## config.mk

```make
export PLATFORM = sky130hd
export DESIGN_NAME = uart_rx
export DESIGN_NICKNAME = d
export VERILOG_FILES = /design/src/rtl/uart_rx.sv
export SDC_FILE = /design/constraint.sdc
export NUM_CORES = 1
export LEC_CHECK = 0
export ABC_AREA = 1
export BUFFER_PORTS_ARGS = -buffer_cell sky130_fd_sc_hd__clkbuf_2
export CELL_PAD_IN_SITES_DETAIL_PLACEMENT = 1
export CELL_PAD_IN_SITES_GLOBAL_PLACEMENT = 2
export CORE_MARGIN = 10
export CORE_UTILIZATION = 32
export CTS_BUF_LIST = sky130_fd_sc_hd__clkbuf_16
export CTS_CLUSTER_SIZE = 24
export DETAILED_ROUTE_END_ITERATION = 10
export PLACE_DENSITY = 0.79
export SYNTH_ARGS = -nofsm -noshare
export SYNTH_HDL_FRONTEND = slang
export SYNTH_SLANG_ARGS = --single-unit
```

## constraint.sdc

```tcl
create_clock -name clk -period 1.7 [get_ports clk]
set_clock_uncertainty 0.1 [all_clocks]
set_input_delay 0.34 -clock clk [delete_from_list [all_inputs] [get_ports clk]]
set_output_delay 0.34 -clock clk [all_outputs]
set_load 0.01 [all_outputs]
```

## src/rtl/uart_rx.sv

```systemverilog
// uart_rx: 8N1 serial receiver with a one-entry valid/ready holding register.
//
// The line is sampled at mid-bit. Timing is derived from a down-counter that
// reloads on every state entry and acts when it reaches zero.
//
// Ports:
//   clk        system clock
//   rst_n      asynchronous active-low reset
//   pin_rx     serial input, idle high, asynchronous to clk
//   pin_rts    flow control to the remote device: 1 = holding register full
//   valid      holding register contains an unread byte
//   data       received byte, stable while valid=1
//   ready      consumer accepts the byte (transfer on valid & ready)
//   frame_err  one-cycle pulse: stop bit sampled low
//   overrun    one-cycle pulse: good byte dropped because the register was full
//
// state   | meaning
// S_IDLE  | line idle, waiting for a start edge
// S_START | counting to the start-bit middle, rejects glitches
// S_DATA  | sampling the 8 data bits, LSB first
// S_STOP  | counting to the stop-bit middle, then deliver / drop / flag
// S_BREAK | stop bit was low; wait for the line to return high
module uart_rx #(
    parameter int CLKS_PER_BIT = 260,
    parameter int HALF_BIT     = CLKS_PER_BIT / 2
) (
    input  logic       clk,
    input  logic       rst_n,
    input  logic       pin_rx,
    output logic       pin_rts,
    output logic       valid,
    output logic [7:0] data,
    input  logic       ready,
    output logic       frame_err,
    output logic       overrun
);

    localparam int CW = $clog2(CLKS_PER_BIT);

    typedef enum logic [2:0] {
        S_IDLE,
        S_START,
        S_DATA,
        S_STOP,
        S_BREAK
    } state_t;

    state_t          state_q, state_d;
    logic            rx_meta, rx_s;
    logic [CW-1:0]   cnt_q, cnt_d;
    logic [2:0]      idx_q, idx_d;
    logic [7:0]      shift_q, shift_d;
    logic            load_d, ferr_d, ovr_d;
    logic            cnt_zero;

    assign cnt_zero = (cnt_q == '0);

    always_comb begin
        state_d = state_q;
        cnt_d   = cnt_q;
        idx_d   = idx_q;
        shift_d = shift_q;
        load_d  = 1'b0;
        ferr_d  = 1'b0;
        ovr_d   = 1'b0;

        case (state_q)
            S_IDLE: begin
                if (!rx_s) begin
                    state_d = S_START;
                    cnt_d   = CW'(HALF_BIT - 1);
                end
            end
            S_START: begin
                if (!cnt_zero) begin
                    cnt_d = cnt_q - 1'b1;
                end else if (rx_s) begin
                    state_d = S_IDLE;
                end else begin
                    state_d = S_DATA;
                    idx_d   = 3'd0;
                    cnt_d   = CW'(CLKS_PER_BIT - 1);
                end
            end
            S_DATA: begin
                if (!cnt_zero) begin
                    cnt_d = cnt_q - 1'b1;
                end else begin
                    shift_d = {rx_s, shift_q[7:1]};
                    cnt_d   = CW'(CLKS_PER_BIT - 1);
                    if (idx_q == 3'd7) begin
                        state_d = S_STOP;
                    end else begin
                        idx_d = idx_q + 1'b1;
                    end
                end
            end
            S_STOP: begin
                if (!cnt_zero) begin
                    cnt_d = cnt_q - 1'b1;
                end else if (rx_s) begin
                    state_d = S_IDLE;
                    // A read on this same edge frees the slot for the new byte.
                    if (!valid || ready) begin
                        load_d = 1'b1;
                    end else begin
                        ovr_d = 1'b1;
                    end
                end else begin
                    state_d = S_BREAK;
                    ferr_d  = 1'b1;
                end
            end
            S_BREAK: begin
                if (rx_s) begin
                    state_d = S_IDLE;
                end
            end
            default: state_d = S_IDLE;
        endcase
    end

    always_ff @(posedge clk or negedge rst_n) begin
        if (!rst_n) begin
            rx_meta   <= 1'b1;
            rx_s      <= 1'b1;
            state_q   <= S_IDLE;
            cnt_q     <= '0;
            idx_q     <= '0;
            shift_q   <= '0;
            data      <= '0;
            valid     <= 1'b0;
            pin_rts   <= 1'b0;
            frame_err <= 1'b0;
            overrun   <= 1'b0;
        end else begin
            rx_meta   <= pin_rx;
            rx_s      <= rx_meta;
            state_q   <= state_d;
            cnt_q     <= cnt_d;
            idx_q     <= idx_d;
            shift_q   <= shift_d;
            frame_err <= ferr_d;
            overrun   <= ovr_d;
            pin_rts   <= valid;
            if (load_d) begin
                data  <= shift_q;
                valid <= 1'b1;
            end else if (valid && ready) begin
                valid <= 1'b0;
            end
        end
    end

endmodule

```

=== Word level (Yosys, flattened, before mapping) ===
Cells that the tools add are included.

* $add $sub $neg: 2
* Equality and inequality tests: 15
* Muxes and demuxes: 33
* Reductions and logical operators: 12

{| class="wikitable"
|+ Operators with widths
! operator !! count
|-
| 9-bit 2-to-1 mux || 5
|-
| 9-bit one-hot mux with 4 select lines || 1
|-
| 3-bit 2-to-1 mux || 11
|-
| 2-bit inequality test (second input constant) || 9
|-
| 3-bit one-hot mux with 5 select lines || 1
|-
| 1-bit 2-to-1 mux || 13
|-
| 9-bit logical NOT || 1
|-
| 9-bit by 1-bit subtractor with 9-bit output (second input constant) || 1
|-
| 3-bit by 2-bit equality test with 1-bit output (second input constant) || 2
|-
| 3-bit equality test (second input constant) || 2
|-
| 3-bit one-hot mux with 2 select lines || 1
|-
| 6-bit AND reduction || 1
|-
| 5-bit AND reduction || 1
|-
| 4-bit AND reduction || 1
|-
| 2-bit nonzero test || 2
|-
| 4-bit nonzero test || 1
|-
| 3-bit by 1-bit adder with 3-bit output (second input constant) || 1
|-
| 3-bit by 1-bit equality test with 1-bit output (second input constant) || 1
|-
| 3-bit logical NOT || 1
|-
| 3-bit inequality test (second input constant) || 1
|-
| 2-bit 2-to-1 mux || 1
|-
| 2-bit AND reduction || 1
|-
| 1-bit logical AND || 1
|-
| 1-bit logical NOT || 1
|-
| 1-bit logical OR || 1
|}

* Flip-flop bits (word level): 37
* Bits of input ports: 4
* Output and inout port bits: 12
* Word-level logic and storage cells: 73

=== Logic depth before layout (Yosys ltp) ===
* Depth in word-level cells: 7
* Mapped depth: 12
* Mapped depth without buffers: 12

=== Worst setup path after synthesis ===
No wires, ideal clock.

* Path kind: register to register
* Start: reg cnt_q[0]
* End: reg data[6]
* Setup time: 0.117 ns
* Data arrival time: 1.476 ns
* Data required time: 1.483 ns
* Setup slack: 0.007 ns
* Stages on the path, launching flop included: 11
* Path buffers: 1
* Period minus slack after synthesis: 1.693 ns
* Cells stage by stage: dfrtp_1 -> inv_1 -> ha_1 -> nand2_2 -> nor2_4 -> nand3_4 -> inv_4 -> nand4_4 -> buf_6 -> nand2_2 -> o21ai_2

* Cells in the longest elaborated chain, start to end: 3

{| class="wikitable"
|+ RTL lines
! element !! line !! RTL
|-
| start: declaration || 50 || <nowiki>logic [CW-1:0] cnt_q, cnt_d;</nowiki>
|-
| start signal: assignment || 140 || <nowiki>cnt_q <= cnt_d;</nowiki>
|-
| 9-bit logical NOT || 56 || <nowiki>assign cnt_zero = (cnt_q == '0);</nowiki>
|-
| 1-bit 2-to-1 mux || 99 || <nowiki>if (!cnt_zero) begin</nowiki>
|-
| 1-bit 2-to-1 mux || 67 || <nowiki>case (state_q)</nowiki>
|-
| end signal: assignment || 147 || <nowiki>data <= shift_q;</nowiki>
|-
| end: declaration || 32 || <nowiki>output logic [7:0] data,</nowiki>
|}

Every way passes these cells.
A chain may end at the register's enable or synchronous reset.

=== Worst setup path in the final report ===
* Start: reg cnt_q[0]
* End: reg idx_q[2]

* Cells in the longest elaborated chain, start to end: 3
* Elaborated cells between the ends (all ways): 4
* Those cells by class: eq/ne (2); reduce/logical (2)

{| class="wikitable"
|+ RTL lines
! element !! line !! RTL
|-
| 9-bit logical NOT (*) || 56 ||
|-
| 2-bit inequality test (no source line) || n/a ||
|-
| 5-bit AND reduction (no source line) (*) || n/a ||
|-
| end signal: assignment || 141 || <nowiki>idx_q <= idx_d;</nowiki>
|-
| end: declaration || 51 || <nowiki>logic [2:0] idx_q, idx_d;</nowiki>
|}

Every way passes the cells marked *; elsewhere a longest branch is shown, timed or not.

==> impl_results.md <==
* Final #Nets at 279
* Clk Tree Root Cell: clkbuf_16
* Pins over their slew limit at 0
* HP Class: in2reg
* Flop pwr share at 0.413
* Via/cell ratio at around 4.7
* Clk pin slew, worst setup/hold paths at around 0.060 ns
* Most used routing layer: met2
* Clock latency on the worst-skew pair at 0.28 ns
* Final-report setup violation count at 0
* Initial Util at 0.326
* Clock Sinks at 37
* GR Util met2 at 0.175
* Comb pwr share at 0.017
* YS warnings at 0
* Mean Syn Cell Area at 8.16 um^2
* I/O pin cnt at 16
* Fillers at about 700
* First-pass GRT wire length at 8.55 mm
* Chip Width at 97.2 um
* Die height at about 97 um
* Data required, critical path at approximately 1.8 ns
* Routed WL per cell at 14.0 um
* First-pass DRT Iterations at 4
* Most frequent cells in the layout: nand2_1 (71), dfrtp_1 (35), inv_1 (23)
* Syn nets at approximately 240
* Cell Rows at 28
* Arrival @ worst endpoint at between 1.5 and 2 ns
* Vias in the first global route at between 1500 and 2000
* Cells after synthesis at approximately 230
* Clock share of power at 0.570
* Element type at the critical path start: flop
* Multi-input gate area at approximately 910 um^2
* Peak VDD IR at 0.430 mV
* CTS max path bufs at 2
* H-tree levels at 2
* Sw Pwr at 407 uW
* Top fanout value on the critical path at 7
* Global-route track usage on met3 at 0.0299
* Min Clock Period, post-route at roughly 1.7 ns
* Max_cap viols at 0
* Initial antenna violation count at 0
* Pwr/cell area at between 800 and 900 nW/um^2
* Power Internal at 1.74 mW
* Die ar. at approximately 9500 um^2
* ANT cells at 0
* Total power at about 2.1 mW
* Slew HR at 0.689
* Port bufs at 15
* Actual slew at the worst max-slew pin at roughly 0.47 ns
* Commonest non-fill, non-tap cell in the layout: nand2_1
* Residual DRC count at 0
* FF/Latch Area at roughly 930 um^2
* Vias at 1645
* Core area at approximately 6000 um^2
* Gpl congestion at about 0.76
* Iteration-0 DRC Markers at 40
* Final Hold Vio Count at 0
* GRT Total Usage at 0.108
* RSZ-0062 raised after global routing: true
* Largest net degree at the start of global routing at 23
* Num CTS Buffers at 5
* Crit. End Element: flop
* GRT met1 Usage at 0.131
* Static leakage at between 1 and 1.5 nW
* Sw Share at 0.189
* Register area share after synthesis at 0.486
* Mapped Area at 1910 um^2
* Status: finished, final reports clean
* CTS tree: yes
* Distinct cells, synth at 28
* Grt total ovfl at 0
* Layout cells sized above 1 at 0.311
* Critical path class: reg2reg
* Fmax at 0.601 GHz
* Setup TNS at 0 ns
* Layout area overhead at 31.1%
* Post-DP HPWL at ~3.4 mm
* Post-synthesis register bit count at 37
* Period utilization at 0.979
* DRT Wirelength at just under 5 mm
* Routed Antenna Nets at 0
==> routing by layer <==
metal | wire length (um) | vias up
met5 | 0 | -
met4 | 67 | 0
met3 | 139 | 9
met2 | 2330 | 15
met1 | 2340 | 805
li1 | - | 816
==> critical path, cell delays in order (launching register included) <==
cell and delay (ns):
dfrtp_1 0.40, inv_2 0.09, ha_4 0.14, nand2_4 0.05
nor2_4 0.11, nand3_4 0.13, buf_12 0.17, nand2_2 0.05
nand4_1 0.16, nand2_1 0.12, nand2_1 0.05
==> cell usage after synthesis <==
library cell	number	area, um^2
o21bai_2	1	11.3
a21oi_1	3	15.0
nand4_4	1	21.3
nand2_4	1	11.3
nor2_1	14	52.6
ha_1	3	37.5
nor3_1	1	5.00
nor2_2	3	18.8
inv_1	26	97.6
inv_4	1	6.26
buf_2	1	5.00
xor2_1	3	26.3
nand2_2	6	37.5
dfrtp_1	35	876
nand3_2	1	10.0
nor2_4	1	11.3
buf_6	2	22.5
nand4_1	8	50.1
o211ai_1	1	7.51
buf_4	1	7.51
nand3_1	13	65.1
dfstp_2	2	52.6
o21ai_0	3	15.0
o21ai_2	6	52.6
nand3_4	1	17.5
nand2_1	77	289
o21ai_1	13	65.1
inv_2	6	22.5
==> registers in the layout, summed over array words and instances, names as in the netlist <==
| name | flops |
|---|---|
| idx_q | 3 |
| rx_s | 1 |
| overrun | 1 |
| rx_meta | 1 |
| cnt_q | 9 |
| state_q | 3 |
| frame_err | 1 |
| data | 8 |
| valid | 1 |
| pin_rts | 1 |
| shift_q | 8 |
==> final timing paths <==
check,startpoint,end,slack [ns],cells after the start
worst max-delay path,cnt_q[0],idx_q[2],0.04,10
worst max register to register,cnt_q[0],idx_q[2],0.04,10
max in group asynchronous,rst_n,rx_s,0.51,3
worst min-delay path,pin_rx,rx_meta,0.03,1
worst min register to register,rx_meta,rx_s,0.26,0
min in group asynchronous,rst_n,shift_q[2],0.44,2
==> layout make-up <==
cell class	count	area share
Tap cell	75	0.0375
Sequential cell	37	0.371
Timing Repair Buffer	34	0.0980
Inverter	33	0.0525
Multi-Input combinational cell	161	0.363
Clock inverter	3	0.0275
Clock buffer	5	0.0500
==> cell families (layout without fill, tap and decap cells) <==
kind of cell | after synthesis | in the layout | synth area share
xor gates and xnor gates | 3 | 3 | 0.0138
AOI/OAI and AO/OA | 27 | 27 | 0.0872
adders and majority gates | 3 | 3 | 0.0197
DFF | 37 | 37 | 0.486
buffers and inverters | 37 | 75 | 0.0845
and+or+nand+nor | 127 | 128 | 0.309
==> power by group through the flow <==
stage | clock network [mW] | logic, mW | registers [mW]
after floorplan | 0 | 0.00298 | 0.904
after global placement | 0 | 0.0347 | 0.903
after detailed placement | 0 | 0.0355 | 0.903
after CTS | 1.25 | 0.0392 | 0.887
after global routing | 1.30 | 0.0417 | 0.887
final | 1.22 | 0.0368 | 0.887
==> through the flow <==
stage	instance area (um^2)	hold WS, ns	std cells	util	setup slack [ns]
2_1_floorplan	1910	-0.0556	234	-	0.00658
6_report	2500	0.0329	348	0.428	0.0358
5_1_grt	2500	0.0244	348	0.428	-0.0559
3_3_place_gp	2170	0.209	333	0.370	0.0162
4_1_cts	2470	0.0296	348	0.422	0.00262
3_5_place_dp	2170	0.220	333	0.370	-0.0672
==> what timing repair did <==
item,4_1_cts,5_1_grt
buffers inserted,5,0
cloned,1,0
hold endpoints to repair,15,0
endpoints found under the setup margin,27,30
gates resized for setup,12,11
pin swaps,5,9
hold buffers,1,0
No activity file was read; power rests on OpenSTA's default activity.
